==> src/rtl/piano_key_responder_pkg.sv <==
// Shared constants, state type and elaboration-time FCW helpers for the piano key responder.
package piano_key_responder_pkg;

  typedef enum logic {
    ST_IDLE = 1'b0,
    ST_PLAY = 1'b1
  } state_e;

  localparam logic [7:0] KEY_STOP     = 8'h23;
  localparam logic [7:0] KEY_UP       = 8'h2B;
  localparam logic [7:0] KEY_DOWN     = 8'h2D;
  localparam logic [7:0] ECHO_UNKNOWN = 8'h3F;

  localparam int NUM_NOTES = 13;

  // Chromatic C4..C5 in centi-Hz, indexed in keyboard order z s x d c v g b h n j m ,
  function automatic int note_centi_hz(input int idx);
    case (idx)
      0:       return 26163;
      1:       return 27718;
      2:       return 29366;
      3:       return 31113;
      4:       return 32963;
      5:       return 34923;
      6:       return 36999;
      7:       return 39200;
      8:       return 41530;
      9:       return 44000;
      10:      return 46616;
      11:      return 49388;
      default: return 52325;
    endcase
  endfunction

  // round(centi/100 * 2^fcw_width / sample_freq), half up, in 64-bit integer math
  function automatic logic [63:0] calc_fcw(input int centi, input int sample_freq,
                                           input int fcw_width);
    logic [63:0] num;
    logic [63:0] den;
    num = (64'(centi) << fcw_width) + 64'(sample_freq) * 64'd50;
    den = 64'(sample_freq) * 64'd100;
    return num / den;
  endfunction

endpackage

==> src/rtl/piano_key_responder_if.sv <==
// UART rx/tx ready/valid ports plus the NCO control outputs of the key responder.
interface piano_key_responder_if #(
  parameter int FCW_WIDTH = 24
);
  logic [7:0]           rx_data;
  logic                 rx_valid;
  logic                 rx_ready;
  logic [7:0]           tx_data;
  logic                 tx_valid;
  logic                 tx_ready;
  logic [FCW_WIDTH-1:0] fcw;
  logic                 note_en;

  modport master (
    output rx_data, rx_valid, tx_ready,
    input  rx_ready, tx_data, tx_valid, fcw, note_en
  );

  modport slave (
    input  rx_data, rx_valid, tx_ready,
    output rx_ready, tx_data, tx_valid, fcw, note_en
  );
endinterface

==> src/rtl/piano_key_responder_note_lut.sv <==
// Combinational ASCII key -> {hit, FCW} lookup; the FCW table is built at elaboration.
module piano_note_lut
  import piano_key_responder_pkg::*;
#(
  parameter int SAMPLE_FREQ = 60_000,
  parameter int FCW_WIDTH   = 24
) (
  input  logic [7:0]           key_i,
  output logic                 hit_o,
  output logic [FCW_WIDTH-1:0] fcw_o
);

  logic [FCW_WIDTH-1:0] fcw_tab [NUM_NOTES];
  logic [3:0]           idx;

  for (genvar gi = 0; gi < NUM_NOTES; gi++) begin : g_tab
    localparam logic [63:0] FULL = calc_fcw(note_centi_hz(gi), SAMPLE_FREQ, FCW_WIDTH);
    assign fcw_tab[gi] = FULL[FCW_WIDTH-1:0];
  end

  always_comb begin
    hit_o = 1'b1;
    idx   = 4'd0;
    case (key_i)
      8'h7A:   idx = 4'd0;   // z  C4
      8'h73:   idx = 4'd1;
      8'h78:   idx = 4'd2;
      8'h64:   idx = 4'd3;
      8'h63:   idx = 4'd4;
      8'h76:   idx = 4'd5;
      8'h67:   idx = 4'd6;
      8'h62:   idx = 4'd7;
      8'h68:   idx = 4'd8;
      8'h6E:   idx = 4'd9;   // n  A4
      8'h6A:   idx = 4'd10;
      8'h6D:   idx = 4'd11;
      8'h2C:   idx = 4'd12;  // ,  C5
      default: hit_o = 1'b0;
    endcase
  end

  always_comb begin
    fcw_o = '0;
    if (hit_o) begin
      case (idx)
        4'd0:    fcw_o = fcw_tab[0];
        4'd1:    fcw_o = fcw_tab[1];
        4'd2:    fcw_o = fcw_tab[2];
        4'd3:    fcw_o = fcw_tab[3];
        4'd4:    fcw_o = fcw_tab[4];
        4'd5:    fcw_o = fcw_tab[5];
        4'd6:    fcw_o = fcw_tab[6];
        4'd7:    fcw_o = fcw_tab[7];
        4'd8:    fcw_o = fcw_tab[8];
        4'd9:    fcw_o = fcw_tab[9];
        4'd10:   fcw_o = fcw_tab[10];
        4'd11:   fcw_o = fcw_tab[11];
        default: fcw_o = fcw_tab[12];
      endcase
    end
  end

endmodule

==> src/rtl/piano_key_responder.sv <==
// UART key stream -> gated NCO frequency word, with a single-entry echo of every accepted byte.
module piano_key_responder
  import piano_key_responder_pkg::*;
#(
  parameter int SAMPLE_FREQ   = 60_000,
  parameter int FCW_WIDTH     = 24,
  parameter int LEN_WIDTH     = 24,
  parameter int NOTE_LEN_INIT = 12_500_000
) (
  input  logic                 clk,
  input  logic                 reset,
  piano_key_responder_if.slave bus
);

  state_e               state_q;
  logic [LEN_WIDTH-1:0] counter_q;
  logic [FCW_WIDTH-1:0] fcw_q;
  logic [LEN_WIDTH-1:0] note_len_q, note_len_d;
  logic                 tx_valid_q, tx_valid_d;
  logic [7:0]           tx_data_q, tx_data_d;

  logic                 rx_ready;
  logic                 accept;
  logic                 key_hit;
  logic [FCW_WIDTH-1:0] key_fcw;
  logic                 is_stop, is_up, is_down;
  logic [LEN_WIDTH-1:0] len_half;

  piano_note_lut #(
    .SAMPLE_FREQ(SAMPLE_FREQ),
    .FCW_WIDTH  (FCW_WIDTH)
  ) u_lut (
    .key_i(bus.rx_data),
    .hit_o(key_hit),
    .fcw_o(key_fcw)
  );

  // Only one echo may be outstanding, so the input stalls while it waits
  assign rx_ready = !reset && !tx_valid_q;
  assign accept   = bus.rx_valid && rx_ready;
  assign is_stop  = (bus.rx_data == KEY_STOP);
  assign is_up    = (bus.rx_data == KEY_UP);
  assign is_down  = (bus.rx_data == KEY_DOWN);
  assign len_half = note_len_q >> 1;

  always_comb begin
    note_len_d = note_len_q;
    if (accept && is_up) begin
      note_len_d = note_len_q[LEN_WIDTH-1] ? '1 : {note_len_q[LEN_WIDTH-2:0], 1'b0};
    end else if (accept && is_down) begin
      note_len_d = (len_half == '0) ? LEN_WIDTH'(1) : len_half;
    end
  end

  always_comb begin
    tx_valid_d = tx_valid_q;
    tx_data_d  = tx_data_q;
    if (accept) begin
      tx_valid_d = 1'b1;
      tx_data_d  = (key_hit || is_stop || is_up || is_down) ? bus.rx_data : ECHO_UNKNOWN;
    end else if (tx_valid_q && bus.tx_ready) begin
      tx_valid_d = 1'b0;
    end
  end

  always_ff @(posedge clk) begin
    if (reset) begin
      note_len_q <= LEN_WIDTH'(NOTE_LEN_INIT);
      tx_valid_q <= 1'b0;
      tx_data_q  <= 8'h00;
    end else begin
      note_len_q <= note_len_d;
      tx_valid_q <= tx_valid_d;
      tx_data_q  <= tx_data_d;
    end
  end

  // Note FSM; counter holds remaining sounding cycles minus one
  always_ff @(posedge clk) begin
    if (reset) begin
      state_q   <= ST_IDLE;
      counter_q <= '0;
      fcw_q     <= '0;
    end else begin
      case (state_q)
        ST_IDLE: begin
          if (accept && key_hit) begin
            state_q   <= ST_PLAY;
            fcw_q     <= key_fcw;
            counter_q <= note_len_q - LEN_WIDTH'(1);
          end
        end
        ST_PLAY: begin
          if (accept && key_hit) begin
            fcw_q     <= key_fcw;
            counter_q <= note_len_q - LEN_WIDTH'(1);
          end else if (accept && is_stop) begin
            state_q   <= ST_IDLE;
            counter_q <= '0;
          end else if (counter_q == '0) begin
            state_q   <= ST_IDLE;
          end else begin
            counter_q <= counter_q - LEN_WIDTH'(1);
          end
        end
        default: begin
          state_q   <= ST_IDLE;
          counter_q <= '0;
        end
      endcase
    end
  end

  assign bus.rx_ready = rx_ready;
  assign bus.tx_valid = tx_valid_q;
  assign bus.tx_data  = tx_data_q;
  assign bus.fcw      = fcw_q;
  assign bus.note_en  = (state_q == ST_PLAY);

endmodule
==> src/flat_wrapper.sv <==
// flat-port wrapper written by rule: the top's interface ports become plain ports
module piano_key_responder_flat import piano_key_responder_pkg::*;
#(
  parameter int SAMPLE_FREQ   = 60_000,
  parameter int FCW_WIDTH     = 24,
  parameter int LEN_WIDTH     = 24,
  parameter int NOTE_LEN_INIT = 12_500_000
)
  (clk, reset, bus_rx_data, bus_rx_valid, bus_tx_ready, bus_rx_ready, bus_tx_data, bus_tx_valid, bus_fcw, bus_note_en);
  piano_key_responder_if #(.FCW_WIDTH(FCW_WIDTH)) bus_i ();
  input  logic clk;
  input  logic reset;
  input wire logic [$bits(bus_i.rx_data)-1:0] bus_rx_data;
  input wire logic [$bits(bus_i.rx_valid)-1:0] bus_rx_valid;
  input wire logic [$bits(bus_i.tx_ready)-1:0] bus_tx_ready;
  output wire logic [$bits(bus_i.rx_ready)-1:0] bus_rx_ready;
  output wire logic [$bits(bus_i.tx_data)-1:0] bus_tx_data;
  output wire logic [$bits(bus_i.tx_valid)-1:0] bus_tx_valid;
  output wire logic [$bits(bus_i.fcw)-1:0] bus_fcw;
  output wire logic [$bits(bus_i.note_en)-1:0] bus_note_en;
  assign bus_i.rx_data = bus_rx_data;
  assign bus_i.rx_valid = bus_rx_valid;
  assign bus_i.tx_ready = bus_tx_ready;
  assign bus_rx_ready = bus_i.rx_ready;
  assign bus_tx_data = bus_i.tx_data;
  assign bus_tx_valid = bus_i.tx_valid;
  assign bus_fcw = bus_i.fcw;
  assign bus_note_en = bus_i.note_en;
  piano_key_responder #(.SAMPLE_FREQ(SAMPLE_FREQ), .FCW_WIDTH(FCW_WIDTH), .LEN_WIDTH(LEN_WIDTH), .NOTE_LEN_INIT(NOTE_LEN_INIT)) u_core (.clk(clk), .reset(reset), .bus(bus_i));
endmodule
==> config.mk <==
export PLATFORM = sky130hd
export DESIGN_NAME = piano_key_responder_flat
export DESIGN_NICKNAME = d
export VERILOG_FILES = /design/src/rtl/piano_key_responder_pkg.sv /design/src/rtl/piano_key_responder_if.sv /design/src/rtl/piano_key_responder_note_lut.sv /design/src/rtl/piano_key_responder.sv /design/src/flat_wrapper.sv
export SDC_FILE = /design/constraint.sdc
export NUM_CORES = 1
export LEC_CHECK = 0
export BUFFER_PORTS_ARGS = -buffer_cell sky130_fd_sc_hd__buf_2
export CAP_MARGIN = 25
export CORE_ASPECT_RATIO = 0.7
export CORE_MARGIN = 8
export CORE_UTILIZATION = 30
export CTS_BUF_LIST = sky130_fd_sc_hd__clkbuf_4 sky130_fd_sc_hd__clkbuf_8
export DETAILED_ROUTE_END_ITERATION = 16
export PLACE_DENSITY = 0.5
export SETUP_SLACK_MARGIN = 0.02
export SYNTH_ARGS = -nofsm -noshare
export SYNTH_HDL_FRONTEND = slang
export SYNTH_SLANG_ARGS = --single-unit
export TNS_END_PERCENT = 10
==> constraint.sdc <==
create_clock -name clk -period 4.1 [get_ports clk]
set_input_delay 0.82 -clock clk [delete_from_list [all_inputs] [get_ports clk]]
set_output_delay 0.82 -clock clk [all_outputs]
set_load 0.01 [all_outputs]
# == Yosys cells after proc, flatten, opt, wreduce, memory -nomap -nowiden ==
# Memory sizes are Yosys's and may differ from the RTL's. A register that Yosys moved wholly into a read port is not among the register bits.
# Index checks and enable logic that the tools add are counted.
# classes
n_addsub,2
eq_ne,18
mux,21
bitwise,1
n_reduce_logical,18
# ops
cell,n
two-way mux 24 bit,9
equality test 8 x 7 -> 1 bit (second input constant),12
logical NOT 24 bit,2
case mux 24 bit (2 select lines),1
case mux 4 bit (12 select lines),1
subtractor 24 x 1 -> 24 bit (second input constant),2
equality test 8 x 6 -> 1 bit (second input constant),4
two-way mux 23 bit,1
OR reduction 13 bit,1
two-way mux 8 bit,1
logical AND 1 bit,7
two-way mux 1 bit,7
inequality test 4 bit (second input constant),1
nonzero test 2 bit,2
logical OR 1 bit,3
logical NOT 1 bit,2
inequality test 2 x 1 -> 1 bit (second input constant),1
case mux 1 bit (2 select lines),1
AND reduction 2 bit,1
inverter 1 bit,1
# totals
ff_bits,82
romBits,288
input_bits,12
output_inout_bits,35
word_cells,67
n_memories,1
# mem_list
name,words,word_bits,rd,rd_clocked_by_memory_dff,write_ports,line_no,rtl
(name not given),16,18,1,1,0,piano_key_responder_note_lut.sv:45,case (idx)

# == Logic depth before layout (Yosys ltp) ==
# depth
ltp_word,7
depth_mapped,12
mapped_depth_nobuf,10

# == Cells and area by module ==
# Synthesis repeated with hierarchy kept, for this count alone.
# unflattened
cells_unflattened,699
area_unflattened_um2,5283.8
# by_module_without_submodules
module,n_inst,cells_per_inst,area_each_um2,seq_area_each_um2
piano_key_responder,1,564,4331.7,1641.6
piano_note_lut,1,135,952.2,0.0

# == Least setup slack after synthesis ==
# OpenSTA, ideal clock, no wires.
# synth_path
path_kind,input port to flip-flop
start,input port bus_rx_data[3]
end,register u_core.fcw_q[12] (netlist: u_core.bus.fcw[12])
setup_ns,0.132
arrival_time_ns,3.103
required_ns,3.968
slack_ns,0.865
path_stages,8
path_buffers,1
path_cell_list,clkbuf_1 or3b_2 or4_1 o31a_1 ha_1 or3_1 a311oi_1 nor3_1
# synth_via
elab_chain_len,4
elab_cells_between_ends,17
classes_between,eq/ne: 13; mux: 2; reduce/logical: 2
# synth_rtl
element,line_no,rtl
start: declaration,flat_wrapper.sv:13,input wire logic [$bits(bus_i.rx_data)-1:0] bus_rx_data;
equality test 8 x 6 -> 1 bit or equality test 8 x 7 -> 1 bit (tied branches),piano_key_responder_note_lut.sv:24,case (key_i)
OR reduction 13 bit (no line),--,
two-way mux 1 bit,piano_key_responder_note_lut.sv:24,
logical AND 1 bit,"piano_key_responder.sv:87, piano_key_responder.sv:94",
end signal: assignment,piano_key_responder.sv:89,fcw_q <= key_fcw;
end signal: assignment,piano_key_responder.sv:95,fcw_q <= key_fcw;
end: declaration,piano_key_responder.sv:17,logic [FCW_WIDTH-1:0] fcw_q;
# Several ways; a longest one is shown, not always the timed one.
# A chain may end at the register's enable or synchronous reset.

# == Worst setup path in the final report ==
# layout_path
start,input port bus_rx_data[1]
end,register u_core.fcw_q[12] (netlist: u_core.bus.fcw[12])
# Same word-level chain as after synthesis.

==> results_dict.tcl <==
set metrics [dict create \
    cts_tree "yes" \
    drt_pass1_iterations 5 \
    hold_buffers 0 \
    start_kind "primary input" \
    grt_setup_unrepaired "no" \
    grt_use_total_pct 14.4 \
    dieArea_sq_um 21100 \
    synth_edf_count 0 \
    postCtsSetupBuffers 0 \
    nNetsFinal 700 \
    wire_per_inst_microns 16.7 \
    grt_antenna_before_repair 0 \
    period_share_pct 83.5 \
    yosys_most_used_dff "dfxtp_1" \
    ctsResizeCount 0 \
    clk_pin_slew_ns 0.09 \
    synthCells 674 \
    cts_buffers 9 \
    leakage_nw 2.06 \
    power_density_nw_per_um2 291 \
    slew_violations 0 \
    avgSynthCellArea_sq_um 7.42 \
    grt_pass1_vias 4358 \
    final_antenna_net_count 0 \
    grt_pass1_wl_microns 24300 \
    numPortBuffers 40 \
    cp.arrival_ns 3.66 \
    path_delay_family "compound AO/OA/AOI/OAI gates" \
    h-tree-depth 3 \
    core_area_sq_um 16300 \
    place_inst 889 \
    yosysSeqAreaShare_pct 30.4 \
    postSynth.asyncResetShare_pct 0 \
    fin_util_pct 33.6 \
    cp_max_fo 22 \
    finalSetupViolations 0 \
    io_pins 47 \
    finalPower_w 0.00160 \
    yosysUniqueCellTypes 72 \
    end_kind "flip-flop" \
    drive_above_1_share_pct 11.6 \
    peakVddDrop_uv 124 \
    status "finished, final reports clean" \
    gp_congestion 0.862 \
    critical_path_required_ns 4.34 \
    relSlewSlack_pct 34.8 \
    grt_max_degree 47 \
    clockPowerShare_pct 38.2 \
    clk_latency_ns 0.36 \
    hold_start "u_core.bus.tx_data[6]" \
    clockBufferDepth 2 \
    ys_seq_elements 76 \
    antenna_cells 0 \
    clock.fmax_ghz 0.292 \
    via_count 4886 \
    fin_area_sq_um 5480 \
    r2r_start "u_core.counter_q[4]" \
    initial_core_util_pct 30.7 \
    first_iter_violations 376 \
    pwr-share-comb_pct 14.1 \
    min_period_ns 3.42 \
    cp-startpoint "bus_rx_data[1]" \
    viasPerCell 5.39 \
    worst_pin_slew_ns 0.977 \
    slowest_stage "o22ai_1" \
    die_h_microns 124 \
    skew_ns 0.00980 \
    final_cell_count_no_fill 906 \
    critPathMaxStageDelay_ns 0.56 \
    syn-cell-area_sq_um 5000 \
    p_sw_share_pct 29.6 \
    placed_cell_area_sq_um 5270 \
    crit_chain "buf_2 > nor3b_1 > a32o_1 > nand2_1 > o22ai_1 > inv_1 > ha_1 > or3_1 > a311oi_1 > nor3_1" \
    grt_overflow_total 0 \
    row_count 39 \
    ctsRootBufferMaster "clkbuf_8" \
    drc_errors 0 \
    routed_wl_microns 15100 \
    nFillCells 1755 \
    max-cap-violations 0 \
    seqPwrFrac_pct 47.7 \
    p_switching_w 0.000472 \
    post-dp-hpwl_microns 10800 \
    synth_warnings 0 \
    die_w_microns 170 \
    worstPathBufferInverterCount 2 \
    cts.sinks 76 \
    tns_ns 0 \
    worstHoldPathType "flip-flop to flip-flop" \
    hold_viol 0 \
    path_class "primary input to flip-flop" \
    area_growth_pct 9.64 \
    internal_power_w 0.00112 \
]
[layout make-up]
type | count | area, sq um | area share (%)
Timing Repair Buffer | 48 | 260 | 4.75
Sequential cell | 76 | 1520 | 27.8
Inverter | 10 | 37.5 | 0.685
Clock buffer | 10 | 131 | 2.40
Multi-Input combinational cell | 531 | 3180 | 58.0
Tap cell | 225 | 282 | 5.14
Clock inverter | 6 | 71.3 | 1.30
[registers in the layout (all words and copies together), names as in the netlist]
| name | count |
|---|---|
| u_core.counter_q | 24 |
| u_core.bus.tx_valid | 1 |
| u_core.bus.tx_data | 8 |
| u_core.bus.fcw | 18 |
| u_core.bus.note_en | 1 |
| u_core.note_len_q | 24 |
[path summary, 6_finish.rpt]
path                      endpoint  slack, ns  depth (start not counted)
min reg2reg  u_core.bus.tx_data[6]       0.45                          2
max reg2reg   u_core.counter_q[18]       1.26                          7
min          u_core.bus.tx_data[6]       0.45                          2
max             u_core.bus.fcw[12]       0.68                         10
[power groups by stage]
stage	Clock (W)	Combinational, W	Sequential (W)
floorplan	0	0.000170	0.000780
global placement	0	0.000221	0.000777
detailed placement	0	0.000221	0.000778
CTS	0.000634	0.000223	0.000761
global route	0.000665	0.000248	0.000763
finish	0.000610	0.000225	0.000760
[layout by cell type (no fill, tap or decap), types with 4 or more instances in the layout]
master,netlist,layout
o21ai_0,23,23
or4_1,6,6
xor2_1,12,12
nor2_1,104,104
buf_4,6,8
nand3b_1,6,6
o21ai_1,4,4
a32o_1,6,6
inv_1,9,9
and2_1,4,4
a21o_1,6,6
ha_1,12,12
a211oi_1,16,16
nor3_1,55,55
nand4_1,4,4
a21oi_1,35,35
or3_1,13,13
xnor2_1,18,18
and4_1,4,4
conb_1,1,6
a2bb2oi_1,4,4
nor2b_1,10,10
and3_1,5,5
nand2b_1,8,8
a311oi_1,7,7
nor4_1,15,15
clkbuf_8,0,9
nand3_1,15,15
o311ai_0,10,10
buf_2,9,40
dfxtp_1,76,76
nand2_1,62,62
[per-layer routing]
layer,global-route usage (%),share of wire (%)
met2,20.4,40
met3,3.48,5.9
met1,21.7,53
met4,2.89,0.57
met5,0,0
[through the flow]
| step | hold WS, ns | worst slack, ns |
|---|---|---|
| floorplan | 0.435 | 0.865 |
| global placement | 0.434 | 0.486 |
| detailed placement | 0.447 | 0.385 |
| CTS | 0.459 | 0.758 |
| global route | 0.485 | 0.571 |
| finish | 0.453 | 0.676 |
[tightest hold or removal path, delay by kind of cell (launching register included)]
kind,cells,cell delay (ns)
AOI/OAI and AO/OA,1,0.05
DFF,1,0.31
and+or+nand+nor,1,0.05
[cells by family (layout without fill, tap and decap cells)]
kind of cell,Yosys count,after routing,synth area share (%)
AOI/OAI and AO/OA,149,149,21.1
buffers and inverters,72,74,6.38
adders and majority gates,12,12,3.00
DFF,76,76,30.4
xor gates and xnor gates,30,30,5.26
muxes,3,3,0.601
other,1,6,0.0750
and+or+nand+nor,331,331,33.1
[cells in the mapped netlist (10+ instances only)]
master / n / area share, %
clkbuf_1: 43 / 3.2
dfxtp_1: 76 / 30
nor4_1: 15 / 1.9
nand2_1: 62 / 4.7
xnor2_1: 18 / 3.2
nor2_1: 104 / 7.8
nand3_1: 15 / 1.5
o311ai_0: 10 / 1.8
or3_1: 13 / 1.6
a21oi_1: 35 / 3.5
nor2b_1: 10 / 1.3
xor2_1: 12 / 2.1
nor3_1: 55 / 5.5
o21ai_0: 23 / 2.3
ha_1: 12 / 3.0
a211oi_1: 16 / 2.4
No activity file was read; power rests on OpenSTA's default activity.
